`src/rtl/serial_frame_deser.sv`:
```
// serial_frame_deser
// Reassembles an MSB-first serial bitstream into DATA_W-bit words with an
// optional trailing even-parity bit. Completed words sit in a one-entry
// output buffer presented on a valid/ready handshake. Aborted frames pulse
// frame_abort; words that complete into a full, stalled buffer set the
// sticky overrun flag.
//
// Handshake: par_dout_vld=1 means par_dout/par_err hold an unconsumed word.
// The word is transferred on any rising edge where par_dout_vld and
// par_dout_rdy are both 1. While vld=1 and rdy=0 the word and its error
// flag are held stable; vld never drops without a transfer (except reset).
module serial_frame_deser #(
    parameter int DATA_W    = 4,
    parameter int PARITY_EN = 1
) (
    input  logic              shift_reg_clk,
    input  logic              shift_reg_rst,
    input  logic              ser_din,
    input  logic              ser_din_vld,
    input  logic              ser_sof,
    output logic [DATA_W-1:0] par_dout,
    output logic              par_dout_vld,
    input  logic              par_dout_rdy,
    output logic              par_err,
    output logic              frame_abort,
    output logic              overrun,
    input  logic              overrun_clr,
    output logic [1:0]        dbg_state
);

    localparam int CNT_W = $clog2(DATA_W + 1);
    localparam logic [CNT_W-1:0] LAST_CNT = CNT_W'(DATA_W - 1);

    typedef enum logic [1:0] {
        S_IDLE   = 2'd0,
        S_DATA   = 2'd1,
        S_PARITY = 2'd2
    } state_t;

    // Frame assembly state
    state_t              r_state;
    logic [CNT_W-1:0]    r_cnt;
    logic [DATA_W-1:0]   r_shift;

    // Output buffer and status
    logic [DATA_W-1:0]   r_dout;
    logic                r_dout_vld;
    logic                r_err;
    logic                r_abort;
    logic                r_overrun;

    // Next-state / event wires from the combinational half of the FSM
    state_t              w_state_nxt;
    logic [CNT_W-1:0]    w_cnt_nxt;
    logic [DATA_W-1:0]   w_shift_nxt;
    logic [DATA_W-1:0]   w_shift_in;
    logic                w_complete;
    logic [DATA_W-1:0]   w_word;
    logic                w_word_err;
    logic                w_abort;
    logic                w_load;
    logic                w_drop;

    // Incoming bit enters at the LSB, earlier bits move toward the MSB.
    assign w_shift_in = {r_shift[DATA_W-2:0], ser_din};

    // FSM state register and assembly datapath
    always_ff @(posedge shift_reg_clk) begin
        if (shift_reg_rst) begin
            r_state <= S_IDLE;
            r_cnt   <= '0;
            r_shift <= '0;
        end else begin
            r_state <= w_state_nxt;
            r_cnt   <= w_cnt_nxt;
            r_shift <= w_shift_nxt;
        end
    end

    // Next-state, bit counting, word completion and abort detection
    always_comb begin
        w_state_nxt = r_state;
        w_cnt_nxt   = r_cnt;
        w_shift_nxt = r_shift;
        w_complete  = 1'b0;
        w_word      = r_shift;
        w_word_err  = 1'b0;
        w_abort     = 1'b0;

        if (ser_din_vld) begin
            if (ser_sof) begin
                // A start-of-frame always restarts assembly; anything in
                // flight is thrown away and reported.
                w_abort     = (r_state != S_IDLE);
                w_shift_nxt = {{(DATA_W-1){1'b0}}, ser_din};
                w_cnt_nxt   = CNT_W'(1);
                w_state_nxt = S_DATA;
            end else begin
                case (r_state)
                    S_IDLE: begin
                        // Bits outside a frame are ignored.
                    end
                    S_DATA: begin
                        w_shift_nxt = w_shift_in;
                        w_cnt_nxt   = r_cnt + 1'b1;
                        if (r_cnt == LAST_CNT) begin
                            if (PARITY_EN != 0) begin
                                w_state_nxt = S_PARITY;
                            end else begin
                                w_complete  = 1'b1;
                                w_word      = w_shift_in;
                                w_word_err  = 1'b0;
                                w_cnt_nxt   = '0;
                                w_state_nxt = S_IDLE;
                            end
                        end
                    end
                    S_PARITY: begin
                        // Even parity: data bits plus parity bit must XOR to 0.
                        w_complete  = 1'b1;
                        w_word      = r_shift;
                        w_word_err  = (PARITY_EN != 0) && ((^r_shift) ^ ser_din);
                        w_cnt_nxt   = '0;
                        w_state_nxt = S_IDLE;
                    end
                    default: begin
                        w_cnt_nxt   = '0;
                        w_state_nxt = S_IDLE;
                    end
                endcase
            end
        end
    end

    // A completed word enters the buffer if it is empty or being drained
    // this very cycle; otherwise it is dropped and flagged as an overrun.
    assign w_load = w_complete && (!r_dout_vld || par_dout_rdy);
    assign w_drop = w_complete && r_dout_vld && !par_dout_rdy;

    // One-entry output buffer with valid/ready handshake
    always_ff @(posedge shift_reg_clk) begin
        if (shift_reg_rst) begin
            r_dout     <= '0;
            r_err      <= 1'b0;
            r_dout_vld <= 1'b0;
        end else if (w_load) begin
            r_dout     <= w_word;
            r_err      <= w_word_err;
            r_dout_vld <= 1'b1;
        end else if (r_dout_vld && par_dout_rdy) begin
            r_dout_vld <= 1'b0;
        end
    end

    // Registered one-cycle abort pulse
    always_ff @(posedge shift_reg_clk) begin
        if (shift_reg_rst) begin
            r_abort <= 1'b0;
        end else begin
            r_abort <= w_abort;
        end
    end

    // Sticky overrun flag; a new drop beats a simultaneous clear
    always_ff @(posedge shift_reg_clk) begin
        if (shift_reg_rst) begin
            r_overrun <= 1'b0;
        end else if (w_drop) begin
            r_overrun <= 1'b1;
        end else if (overrun_clr) begin
            r_overrun <= 1'b0;
        end
    end

    assign par_dout     = r_dout;
    assign par_dout_vld = r_dout_vld;
    assign par_err      = r_err;
    assign frame_abort  = r_abort;
    assign overrun      = r_overrun;
    assign dbg_state    = r_state;

endmodule

```
`config.mk`:
```
export PLATFORM = sky130hd
export DESIGN_NAME = serial_frame_deser
export DESIGN_NICKNAME = d
export VERILOG_FILES = /design/src/rtl/serial_frame_deser.sv
export SDC_FILE = /design/constraint.sdc
export NUM_CORES = 1
export LEC_CHECK = 0
export CORE_MARGIN = 2
export CORE_UTILIZATION = 51
export DETAILED_ROUTE_END_ITERATION = 6
export GPL_TIMING_DRIVEN = 0
export HOLD_SLACK_MARGIN = 0.06
export PLACE_DENSITY = 0.81
export SLEW_MARGIN = 20
export SYNTH_ARGS = -nofsm -noshare
export SYNTH_HDL_FRONTEND = slang
export SYNTH_SLANG_ARGS = --single-unit
export TNS_END_PERCENT = 30
```
`constraint.sdc`:
```
create_clock -name shift_reg_clk -period 1.9 [get_ports shift_reg_clk]
set_input_delay 0.57 -clock shift_reg_clk [delete_from_list [all_inputs] [get_ports shift_reg_clk]]
set_output_delay 0.57 -clock shift_reg_clk [all_outputs]
set_load 0.005 [all_outputs]
```
**After elaboration in Yosys (flattened, before gate mapping)**

Index checks and enable logic that the tools add are counted.

- Flip-flop bits (word level): 17
- Bits of input ports: 7
- Output and inout bits: 10
- Logic and storage cells: 51

- Add/sub/neg operators: 1
- Equal/unequal tests: 5
- Muxes and demuxes: 17
- Bitwise gates (word level): 3
- Reductions and logical operators: 17

Operators with widths:

| kind | count |
|---|---|
| $mux 1 | 10 |
| $mux 4 | 2 |
| $reduce_bool 2->1 | 4 |
| $pmux 3 s2 | 1 |
| $logic_and 1x1->1 | 4 |
| $mux 2 | 2 |
| $pmux 2 s2 | 1 |
| $reduce_and 2->1 | 2 |
| $reduce_xor 4->1 | 1 |
| $add 3x1->3 const B | 1 |
| $eq 3x2->1 const B | 1 |
| $mux 3 | 1 |
| $ne 3x3->1 const B | 1 |
| $reduce_and 3->1 | 1 |
| $reduce_or 3->1 | 1 |
| $eq 2x1->1 const B | 1 |
| $eq 2x2->1 const B | 1 |
| $logic_not 1->1 | 2 |
| $logic_not 2->1 | 1 |
| $ne 2x2->1 const B | 1 |
| $not 1->1 | 2 |
| $logic_or 1x1->1 | 1 |
| $xor 1x1->1 | 1 |

**Depth between registers and ports, before layout**

Gate-level depths: netlist of run 1.

- Depth after elaboration: 7
- Mapped depth: 5
- Depth with buffers taken out: 5

**Least setup slack after synthesis of run 1**

OpenSTA, ideal clock, no wires.

- Path type: input-to-reg
- From: input port ser_sof
- To: register r_overrun (netlist: overrun)
- Library setup time: 0.067 ns
- Arrival: 1.397 ns
- Data required time: 1.833 ns
- Path slack: 0.435 ns
- Stages: 5
- Path buffers: 1
- Cell sequence: buf_6 -> and4bb_4 -> inv_2 -> or2_1 -> a21oi_2

- Cells in the longest elaborated chain, start to end: 5
- Elaborated cells between the ends (all ways): 6
- Classes of those cells: mux: 3; reduce/logical: 3

RTL lines:

| element | RTL line | source |
|---|---|---|
| from (decl) | 20 | `input logic ser_sof,` |
| $mux 1 * | 91 | `if (ser_sof) begin` |
| $mux 1 * | 90 | `if (ser_din_vld) begin` |
| $logic_and 1x1->1 * (2 in a row) | 138 | `assign w_drop = w_complete && r_dout_vld && !par_dout_rdy;` |
| $mux 1 or $reduce_bool 2->1 (tied branches) | -- |  |
| to (signal assigned) | 167 | `r_overrun <= 1'b0;` |
| to (signal assigned) | 169 | `r_overrun <= 1'b1;` |
| to (signal assigned) | 171 | `r_overrun <= 1'b0;` |
| to (decl) | 50 | `logic r_overrun;` |

Mark *: on every way between the ends. The rest lies on a longest branch, timed or not.
A chain may end at the register's enable or synchronous reset.

**Worst setup path after layout of run 1**

- From: register r_state[1] (netlist: dbg_state[1])
- To: output port dbg_state[1]

RTL lines:

| element | RTL line | source |
|---|---|---|
| from (decl) | 41 | `state_t r_state;` |
| from (signal assigned) | 74 | `r_state <= w_state_nxt;` |
| to (decl) | 28 | `output logic [1:0] dbg_state` |

No word-level cell between the ends.

==> impl_metrics.csv, run 1 <==
group,metric,value,unit
status,status,"finished, final reports clean",
logic_synthesis,synthMuxAreaShare,0.03954,
global_route,grt_usage,0.1683,
cells_and_area,ff_latch_area,342.8,µm²
sta,hold_viol_final,0,
logic_synthesis,yosys.area.top_type_share,0.4481,
clocking,ctsRootBufferMaster,"clkbuf_4",
pwr,ir_drop,469.6,µV
sta,period_minus_slack,1.776,ns
worst_setup_path,path_cells,"clkdlybuf4s50_1",
route,routedWlPerCell,11.43,µm
worst_setup_path,critPathKind,"flip-flop to output port",
clocking,path_clk_slew,0.10,ns
clocking,htreeDepth,1,
route,vias,642,
global_route,antenna_found_initial,0,
worst_setup_path,cp_max_fo,9,
sta,min_period_over_period,0.9347,
logic_synthesis,synthCells,85,
logic_synthesis,ys_warn_count,0,
global_route,grt_pass1_vias,544,
worst_setup_path,critPathBufInv,1,
logic_synthesis,synth_area_leader_cell,"dfxtp_1",
worst_setup_path,cp_slowest_cell,"clkdlybuf4s50_1",
worst_hold_path,hold_path_class,"flip-flop to flip-flop",
logic_synthesis,yosys.area_share.simple,0.2422,
route,viasPerCell,5.395,
worst_setup_path,reg2reg_slack,0.67,ns
pwr,power.total,620.3,µW
cells_and_area,insertedDiodeCount,0,
logic_synthesis,synth-xor-area-share,0.05272,
logic_synthesis,seq_area_frac_synth,0.4481,
logic_synthesis,synth_area_leaders,"dfxtp_1, a21oi_1, nand2b_1",
route,routed-wl-met3,88,µm
logic_synthesis,synthTopCellsByCount,"dfxtp_1, a21oi_1, nand2_1, nor2_1",
sta,max_freq,563.1,MHz
clocking,cts_buffers,3,
clocking,numClockSinks,17,
placement,dpl.hpwl,1.003,mm
cells_and_area,drive_above_1_share,0.1154,
logic_synthesis,yosys_register_bits,17,
route,route.final.wire_length,1.360,mm
logic_synthesis,ys.flop_type,"dfxtp_1",
route,drc,0,
worst_setup_path,start_kind,"flip-flop",
floorplan,die_width,42.59,µm
global_route,grt_pass1_wl,2.332,mm
route,first_pass_iters,4,
clocking,clock_latency,0.28,ns
floorplan,start_util,0.5626,
sta,timing.final.max_slew_violations,0,
worst_setup_path,cpPeakStageDelay,0.52,ns
logic_synthesis,yosysMostFrequentCell,"dfxtp_1",
clocking,cts_tree,"done",
floorplan,core_area,0.001350,mm²
logic_synthesis,synthDistinctLibCells,28,
placement,portBuffers,15,
cells_and_area,fill_cells,114,
global_route,grt-ovfl-total,0,
sta,worst_slew_pin_slew,0.4484,ns
cells_and_area,multi_input_area,391.6,µm²
logic_synthesis,syn-num-nets,94,
logic_synthesis,synth_edf_count,0,
cells_and_area,nets,114,
worst_setup_path,cp.arrival,1.21,ns
route,drtIter0Drc,14,
clocking,cts_setup_buffers,0,
sta,rsz0062_at_grt,"false",
floorplan,die_y,42.59,µm
clocking,cts.path.max_buffers,2,
floorplan,row_count,13,
sta,finalSetupViolCount,0,
sta,relSlewSlack,0.7010,
logic_synthesis,synth_compound_area_frac,0.1483,
logic_synthesis,postSynth.asyncResetShare,0,
sta,finalClockSkew,0.003759,ns
placement,place_congestion,0.7275,
floorplan,dieArea,0.001814,mm²
route,wl_met1,640,µm
logic_synthesis,syn_area,759.5,µm²
logic_synthesis,syn_avg_cell_area,8.935,µm²
sta,finalSetupTns,0,ns
floorplan,io-pin-count,17,
route,highest_layer,"met4",
pwr,power_density,647.3,mW/mm²
logic_synthesis,synthAdderAreaFrac,0.03295,
global_route,grt_max_degree,11,
route,final_antenna_net_count,0,
worst_setup_path,cp_top_family,"buffers and inverters",
logic_synthesis,synth_top_family_by_area,"simple AND/OR/NAND/NOR gates",
worst_setup_path,required,1.33,ns
route,wl_met2,602,µm
job,drv_cap,0,
cells_and_area,area_growth,26.19,%
worst_setup_path,end_kind,"output port",
pwr,p_leak,0.0003461,µW
[timing repair]
item,in CTS,in global routing
setup endpoints to repair,0,2
resized for setup,0,2
hold buffers,0,0
[state kept, by name, indices dropped and copies added (netlist names)]
register,count
dbg_state,2
r_cnt,3
par_dout_vld,1
overrun,1
par_err,1
r_shift,4
par_dout,4
frame_abort,1
[metrics by stage]
stage	utilization	instances	hold slack, ns	setup WS (ns)	cell area (µm²)
after floorplan	-	85	0.4457	0.4353	759.5
after global placement	0.6877	115	0.4454	0.01224	928.4
after detailed placement	0.6877	115	0.4472	0.003339	928.4
after CTS	0.7081	119	0.4630	0.02248	955.9
after global routing	0.7099	119	0.4777	0.07310	958.4
final	0.7099	119	0.4580	0.1241	958.4
[layout by cell type, fill, tap and decap left out, types with 3 or more instances in the layout]
master and instances:
a21oi_1 10, clkbuf_4 3, clkdlybuf4s50_1 15, dfxtp_1 15
mux2i_1 3, nand2_1 9, nand2b_1 6, nand3_1 6
nor2_1 9
[power by group]
| part | switching [µW] | internal, µW | leakage, µW |
|---|---|---|---|
| clock | 110 | 78.2 | 0.0000177 |
| sequential | 6.73 | 363 | 0.000139 |
| combinational | 28.8 | 33.1 | 0.000190 |
[worst paths after layout]
check | from | to | cells past startpoint
worst min register to register | par_dout[2] | par_dout[2] | 2
worst min-delay path | par_dout[2] | par_dout[2] | 2
worst max-delay path | dbg_state[1] | dbg_state[1] | 1
worst max register to register | r_shift[3] | par_err | 4
[layer usage]
metal / track usage / up-vias
met3: 0.05172 / 4
li1: - / 328
met2: 0.2585 / 24
met5: 0 / -
met1: 0.2154 / 286
met4: 0.07500 / 0
[cell type report]
cell class,instances,area share
Buffer,3,0.02089
Clock buffer,3,0.02350
Clock inverter,1,0.005222
Inverter,2,0.007833
Multi-Input combinational cell,63,0.4086
Sequential cell,17,0.3577
Tap cell,15,0.01958
Timing Repair Buffer,15,0.1567
[cell families (layout without fill, tap and decap cells)]
| family | count (synthesis) | in the layout |
|---|---|---|
| simple gates | 36 | 36 |
| compound gates | 19 | 19 |
| flops | 17 | 17 |
| buf+inv | 5 | 24 |
| xor+xnor | 3 | 3 |
| mux | 3 | 3 |
| fa+ha+maj | 2 | 2 |
(Power assumes the default switching activity.)
==> run 2, diff against run 1 <==
--- a/config.mk
+++ b/config.mk
@@ -6,11 +6,11 @@
 export NUM_CORES = 1
 export LEC_CHECK = 0
 export CORE_MARGIN = 2
-export CORE_UTILIZATION = 51
+export CORE_UTILIZATION = 44
 export DETAILED_ROUTE_END_ITERATION = 6
 export GPL_TIMING_DRIVEN = 0
 export HOLD_SLACK_MARGIN = 0.06
-export PLACE_DENSITY = 0.81
+export PLACE_DENSITY = 0.71
 export SLEW_MARGIN = 20
 export SYNTH_ARGS = -nofsm -noshare
 export SYNTH_HDL_FRONTEND = slang
==> impl_metrics.csv, run 2 (synthesis gave the netlist of run 1 again) <==
group,metric,value,unit
status,status,"finished, final reports clean",
placement,portBuffers,15,
floorplan,die_width,45.55,µm
cells_and_area,mostFrequentLayoutCells,"dfxtp_1, clkdlybuf4s50_1, a21oi_1, nor2_1, nand2_1",
global_route,grt_usage,0.1473,
route,routedWlPerCell,10.96,µm
cells_and_area,insertedDiodeCount,0,
clocking,cts_buffers,3,
route,vias,611,
cells_and_area,area_growth,26.19,%
sta,period_minus_slack,1.834,ns
pwr,ir_drop,422.8,µV
pwr,swShare,0.2316,
placement,dpl.hpwl,966,µm
sta,min_period_over_period,0.9654,
floorplan,core_area,0.001670,mm²
worst_setup_path,cp.arrival,1.26,ns
cells_and_area,drive_above_1_share,0.09615,
sta,rsz0062_at_grt,"false",
job,drv_cap,0,
pwr,switching_power,143.9,µW
clocking,ctsRootBufferMaster,"clkbuf_4",
global_route,grt_pass1_vias,512,
global_route,antenna_found_initial,0,
clocking,numClockSinks,17,
clocking,cts_hold_buf,0,
worst_setup_path,start_kind,"flip-flop",
floorplan,io-pin-count,17,
route,route.final.wire_length,1.326,mm
global_route,grt_pass1_wl,2.132,mm
clocking,htreeDepth,1,
pwr,p_int,477.6,µW
worst_setup_path,critPathKind,"flip-flop to output port",
route,first_pass_iters,4,
pwr,clkPwrFrac,0.308,
clocking,cts_tree,"done",
sta,worst_slew_pin_slew,0.4683,ns
route,drc,0,
floorplan,dieArea,0.002074,mm²
sta,setup_slack,0.06576,ns
floorplan,die_y,45.55,µm
cells_and_area,final_area,958.4,µm²
cells_and_area,layout_commonest_cell,"dfxtp_1",
clocking,cts.path.max_buffers,2,
sta,timing.final.max_slew_violations,0,
cells_and_area,instances_no_fill,121,
route,drtIter0Drc,4,
worst_hold_path,hold_path_class,"flip-flop to flip-flop",
sta,finalSetupViolCount,0,
sta,relSlewSlack,0.6878,
clocking,ctsResizeCount,1,
pwr,p_seq_frac,0.594,
worst_setup_path,cp_max_fo,7,
worst_setup_path,path_cells,"clkdlybuf4s50_1",
global_route,grt-ovfl-total,0,
global_route,grt_max_degree,11,
floorplan,start_util,0.4547,
worst_setup_path,critPathBufInv,1,
pwr,pwr-share-comb,0.098,
cells_and_area,utilization,0.5738,
cells_and_area,fill_cells,148,
pwr,p_leak,0.0003431,µW
clocking,path_clk_slew,0.09,ns
worst_setup_path,cpPeakStageDelay,0.54,ns
clocking,cts_setup_buffers,0,
worst_setup_path,required,1.33,ns
worst_setup_path,end_kind,"output port",
floorplan,row_count,15,
cells_and_area,nets,114,
placement,dp_slack,-0.008341,ns
worst_setup_path,cp_top_family,"buffers and inverters",
route,final_antenna_net_count,0,
sta,finalSetupTns,0,ns
placement,place_area,930.9,µm²
worst_setup_path,cp_slowest_cell,"clkdlybuf4s50_1",
clocking,clock_latency,0.29,ns
route,viasPerCell,5.050,
placement,dp.cells,117,
pwr,power_density,648.5,mW/mm²
sta,finalClockSkew,0.001878,ns
placement,place_congestion,0.7479,
sta,hold_viol_final,0,
worst_setup_path,reg2reg_slack,0.71,ns
sta,max_freq,545.2,MHz
## run 2: path summary, 6_finish.rpt
path / start / end / cells after the start
max reg2reg: r_shift[3] / par_err / 4
max: dbg_state[0] / dbg_state[0] / 1
min: par_dout[1] / par_dout[1] / 2
min reg2reg: par_dout[1] / par_dout[1] / 2
## run 2: per-layer routing
metal	vias up	track usage	wire length, µm
met5	-	0	0
met4	0	0.1059	31
met3	4	0.03571	67
met2	16	0.2254	574
met1	263	0.1780	651
li1	328	-	-
## run 2: final cells by class
| type | count | area [µm²] | area share |
|---|---|---|---|
| inverters | 2 | 7.507 | 0.007833 |
| repair buffers | 15 | 150.1 | 0.1567 |
| well taps | 17 | 21.27 | 0.02219 |
| clock buffers | 4 | 26.28 | 0.02742 |
| flip-flops and latches | 17 | 341.6 | 0.3564 |
| multi-input cells | 63 | 391.6 | 0.4086 |
| plain buffers | 3 | 20.02 | 0.02089 |
## run 2: power groups by stage
stage          registers [µW]  clock network, µW  logic, µW
2_1_floorplan             377                  0       39.1
3_3_place_gp              378                  0       60.6
3_5_place_dp              378                  0       61.0
4_1_cts                   370                202       61.6
5_1_grt                   370                214       69.3
6_report                  369                191       60.9
## run 2: stage by stage
stage	hold WS, ns	power, µW
floorplan	0.4457	415.6
global placement	0.4429	438.3
detailed placement	0.4484	438.7
CTS	0.4622	632.9
global route	0.4825	653.5
finish	0.4563	621.5
==> patch 1 (flow settings as in run 2) <==
Take the reset off `r_shift` and load it in a clocked block of its own.
--- a/src/rtl/serial_frame_deser.sv
+++ b/src/rtl/serial_frame_deser.sv
@@ -69,12 +69,14 @@
         if (shift_reg_rst) begin
             r_state <= S_IDLE;
             r_cnt   <= '0;
-            r_shift <= '0;
         end else begin
             r_state <= w_state_nxt;
             r_cnt   <= w_cnt_nxt;
-            r_shift <= w_shift_nxt;
         end
+    end
+
+    always_ff @(posedge shift_reg_clk) begin
+        r_shift <= w_shift_nxt;
     end
 
     // Next-state, bit counting, word completion and abort detection
Check against the original RTL: no difference found for any inputs over 10 cycles, from zero or initial values and one cycle with shift_reg_rst high; that may be too few to reach the edited logic, so the function may still have changed.
==> patch 1 against run 2 <==
Register-to-register slack worse by 70 ps; worst setup slack better by 31 ps; sequential cell count unchanged; cell area down 0.65%; final cell count down 8.3%; synthesized cell count down 11%; synthesized area up 0.33%; global-route usage up 0.45 points; die area up 0.31%; core utilization down 0.37 points; routed wire length down 5.4%; power up 3.8%.
==> patch 1: results (changes against run 2) <==
first-pass GRT wire length 2260 um (was 2130 um); sequential share of the synthesized area 49.9% (was 44.8%); delay-heaviest family, CP buffers and inverters (unchanged); yosys warns 0 (unchanged); Synth Area in Compound Gates 11.8% (was 14.8%); worst min path class reg -> reg (unchanged); htree depth 1 (unchanged); Max-slew headroom 69.8% (was 68.8%); port buffer count 14 (was 15); sw frac 23.3% (was 23.2%); via/cell ratio 5.39 (was 5.05); EDFF count, synth 4 (was 0); GR Util All Layers 15.2% (was 14.7%); Commonest cells post-synth dfxtp_1, a21oi_1, nand2_1, nor2_1 (unchanged); status complete, no violations (unchanged); Worst EP arrival 1230 ps (was 1260 ps); share of post-route cells with drive strength above 1 16.0% (was 9.62%); initial drt markers 10 (was 4); Syn Inst Count 76 (was 85); Synth Flop Type dfxtp_1 (unchanged); post-synthesis mux area share 1.31% (was 3.95%); Clk Latency, worst-skew pair 290 ps (about the same); gpl congestion 0.746 (was 0.748); largest net degree at the start of global routing 11 (unchanged); Avg WL per Cell 11.3 um (was 11.0 um); Synth area leaders dfxtp_1, edfxtp_1, a21oi_1 (was dfxtp_1, a21oi_1, nand2b_1); Fin Clk Skew 2.30 ps (was 1.88 ps); HPWL Detailed 920 um (was 966 um); fin crit period 1800 ps (was 1830 ps); fin nets 104 (was 114); Post-Synth Adder-Cell Area 3.28% (was 3.29%); XOR/XNOR Fraction of Synth Area 5.25% (was 5.27%); vias 598 (was 611); CP max FO 9 (was 7); Leak 0.353 nW (was 0.343 nW); vias in the first global route 538 (was 512); post-synthesis async set-or-reset flop share 0% (unchanged); Yosys cell types 33 (was 28); syn nets 85 (was 94); peak supply drop 0.447 mV (was 0.423 mV); slowest cell on the critical path clkdlybuf4s50_1 (unchanged); antenna violations before repair 0 (unchanged); CP peak stage delay 520 ps (was 540 ps); dpl cells 107 (was 117)
[patch 1: cell count changes in the layout (fill, tap and decap cells not counted), moves of 3 or more]
| cell | run 2 | this run |
|---|---|---|
| dfxtp_1 | 16 | 12 |
| edfxtp_1 | 0 | 4 |
| and2b_2 | 0 | 3 |
| nor2_1 | 9 | 5 |
[patch 1: kinds of logic after synthesis]
kind of cell | Yosys count
AO/OA/AOI/OAI | 15
XOR/XNOR | 3
adder cells (fa/ha/maj) | 2
buffers and inverters | 6
flip-flops | 17
multiplexers | 1
AND/OR/NAND/NOR | 32
[patch 1: through the flow]
step	setup slack [ps]	area (sq um)	total power, W
global route	39.8	952	0.000677
CTS	90.2	952	0.000653
finish	96.5	952	0.000645
detailed placement	141	923	0.000458
global placement	160	923	0.000456
floorplan	436	762	0.000437
[patch 1: layout make-up]
type                            instances  area [sq um]
Inverter                                2          7.51
Clock buffer                            3          22.5
Sequential cell                        17           382
Tap cell                               17          21.3
Buffer                                  4          27.5
Clock inverter                          1          5.00
Multi-Input combinational cell         53           347
Fill cell                             157           718
Timing Repair Buffer                   14           140
[patch 1: timing repair]
action	4_1_cts	5_1_grt
resized for setup	1	0
hold endpoints to repair	0	0
setup endpoints to repair	1	0
[patch 1: worst paths after layout]
check,from,to,slack (ps),cells past startpoint
max,dbg_state[0],dbg_state[0],100,1
min,par_dout[0],par_dout[0],460,2
max reg2reg,r_cnt[0],r_cnt[2],640,5
min reg2reg,par_dout[0],par_dout[0],460,2
[patch 1: layer usage]
layer | vias to the layer above | global-route usage (%) | routed length [um]
met4 | 0 | 8.82 | 31
met5 | - | 0 | 0
met1 | 281 | 19.3 | 614
met2 | 15 | 23.4 | 551
li1 | 297 | - | -
met3 | 5 | 3.57 | 55
[patch 1: power groups by stage]
stage | clock (W) | combinational [W] | sequential, W
2_1_floorplan | 0 | 0.0000418 | 0.000395
3_3_place_gp | 0 | 0.0000592 | 0.000397
3_5_place_dp | 0 | 0.0000607 | 0.000398
4_1_cts | 0.000202 | 0.0000613 | 0.000390
5_1_grt | 0.000217 | 0.0000681 | 0.000391
6_report | 0.000195 | 0.0000604 | 0.000390
==> patch 2 (settings of run 2) <==
Made on the original files. Set the parameter `DATA_W` to 2 (it was 4).
--- a/src/rtl/serial_frame_deser.sv
+++ b/src/rtl/serial_frame_deser.sv
@@ -10,7 +10,7 @@
 // par_dout_rdy are both 1. While vld=1 and rdy=0 the word and its error
 // flag are held stable; vld never drops without a transfer (except reset).
 module serial_frame_deser #(
-    parameter int DATA_W    = 4,
+    parameter int DATA_W    = 2,
     parameter int PARITY_EN = 1
 ) (
     input  logic              shift_reg_clk,
Ports: changed (resized par_dout); port bits go from 17 to 15. No check against the original RTL was run, so the function may have changed too.
==> patch 2 against run 2 <==
Synthesized area fell by 32%; routed wire length is 27% lower; power decreased by 17%; highest routed layer unchanged; final cell count fell by 26%; count of clock-buffer cells in the layout unchanged; sequential cell count down 5; worst setup slack improved by 75 ps; global-route usage increased by 1.6 points; cell area is 25% lower.
==> patch 2: results (changes against run 2) <==
dpl cells 86 (was 117); htree depth 1 (unchanged); final slew viol count 0 (unchanged); GR Util All Layers 16.3% (was 14.7%); fin nets 85 (was 114); yosys warns 0 (unchanged); peak supply drop 0.479 mV (was 0.423 mV); HP Start par_dout[1] (unchanged); CP peak stage delay 520 ps (was 540 ps); Clk Latency, worst-skew pair 270 ps (was 290 ps); Worst EP arrival 1190 ps (was 1260 ps); Yosys cell types 24 (was 28); pre-CTS setup slack -22.1 ps (was -8.34 ps); sequential share of the synthesized area 46.4% (was 44.8%); first-pass GRT wire length 1570 um (was 2130 um); delay-heaviest family, CP buffers and inverters (unchanged); port buffer count 14 (was 15); CP max FO 8 (was 7); slowest cell on the critical path clkdlybuf4s50_1 (unchanged); fin crit period 1760 ps (was 1830 ps); largest net degree at the start of global routing 11 (unchanged); via/cell ratio 4.93 (was 5.05); Mean Syn Cell Area 8.93 sq um (was 8.94 sq um); Commonest cells post-synth dfxtp_1, nand2_1, nor2_1, a21oi_1, nand2b_1 (was dfxtp_1, a21oi_1, nand2_1, nor2_1); post-CTS setup buffer count 0 (unchanged); Min Hold Slack 458 ps (was 456 ps); Max-slew headroom 67.0% (was 68.8%); r2r startpoint dbg_state[0] (was r_shift[3]); Fin Clk Skew 3.72 ps (was 1.88 ps); routed wire length 966 um (was 1330 um); gpl congestion 0.701 (was 0.748); status complete, no violations (unchanged); Leak 0.271 nW (was 0.343 nW); vias 444 (was 611); Synth area leaders dfxtp_1, mux2i_1, a21oi_1 (was dfxtp_1, a21oi_1, nand2b_1); internal reg-to-reg setup slack 770 ps (was 710 ps); antenna violations before repair 0 (unchanged); initial drt markers 7 (was 4); Post-Synth Adder-Cell Area 2.42% (was 3.29%); Synth Area in Compound Gates 14.0% (was 14.8%); syn nets 66 (was 94); vias in the first global route 408 (was 512); HPWL Detailed 730 um (was 966 um); share of post-route cells with drive strength above 1 11.8% (was 9.62%); Inserted Diodes 0 (unchanged); XOR/XNOR Fraction of Synth Area 3.38% (was 5.27%); internal power 0.000405 W (was 0.000478 W); post-synthesis mux area share 5.80% (was 3.95%)
patch 2: area by class of cell:
class                      count  area (sq um)
tap                           14          17.5
fill                         100           382
sequential                    12           243
clock buffer                   4          36.3
buffer                         1          3.75
inverter                       3          11.3
timing repair buffer          14           140
multi-input combinational     42           263
patch 2: worst min-delay path, cell delays in order (launching register included):
cell	delay, ps
dfxtp_1	310
nand2_1	50
a21oi_1	50
patch 2: power by group through the flow:
stage / combinational (W) / clock (W) / sequential, W
after floorplan: 0.0000283 / 0 / 0.000269
after global placement: 0.0000514 / 0 / 0.000270
after detailed placement: 0.0000524 / 0 / 0.000271
after CTS: 0.0000526 / 0.000206 / 0.000264
after global routing: 0.0000572 / 0.000223 / 0.000266
final: 0.0000523 / 0.000202 / 0.000265
patch 2: how the worst max path moves through the flow:
stage	start	endpoint	cells after the start
after global routing	dbg_state[1]	dbg_state[1]	1
after detailed placement	ser_din_vld	par_err	5
after global placement	ser_din_vld	par_err	5
final	dbg_state[0]	dbg_state[0]	1
after CTS	dbg_state[1]	dbg_state[1]	1
after floorplan	ser_sof	overrun	4
patch 2: layer usage:
layer  routed length [um]  part of all wire (%)  up-vias  track usage [%]
li1                     -                     -      234                -
met1                  464                    48      195             19.0
met2                  422                    44       11             24.2
met3                   54                   5.6        4             5.81
met4                   25                   2.6        0             12.5
met5                    0                     0        -                0
patch 2: kinds of logic (layout without fill, tap and decap cells):
kind of cell | after synthesis | count (layout)
XOR/XNOR | 2 | 2
AND/OR/NAND/NOR | 24 | 24
adder cells (fa/ha/maj) | 1 | 1
multiplexers | 3 | 3
buffers and inverters | 4 | 22
AO/OA/AOI/OAI | 12 | 12
flip-flops | 12 | 12
patch 2: timing repair:
action,CTS,global route
hold buffers,0,0
hold endpoints to repair,0,0
resized for setup,0,2
setup endpoints to repair,0,2
patch 2: through the flow:
step / instance area, sq um / total power, W / TNS (ps)
after floorplan: 518 / 0.000297 / 0
after global placement: 676 / 0.000322 / -36.6
after detailed placement: 676 / 0.000323 / -33.8
after CTS: 712 / 0.000523 / 0
after global routing: 714 / 0.000546 / 0
final: 714 / 0.000519 / 0
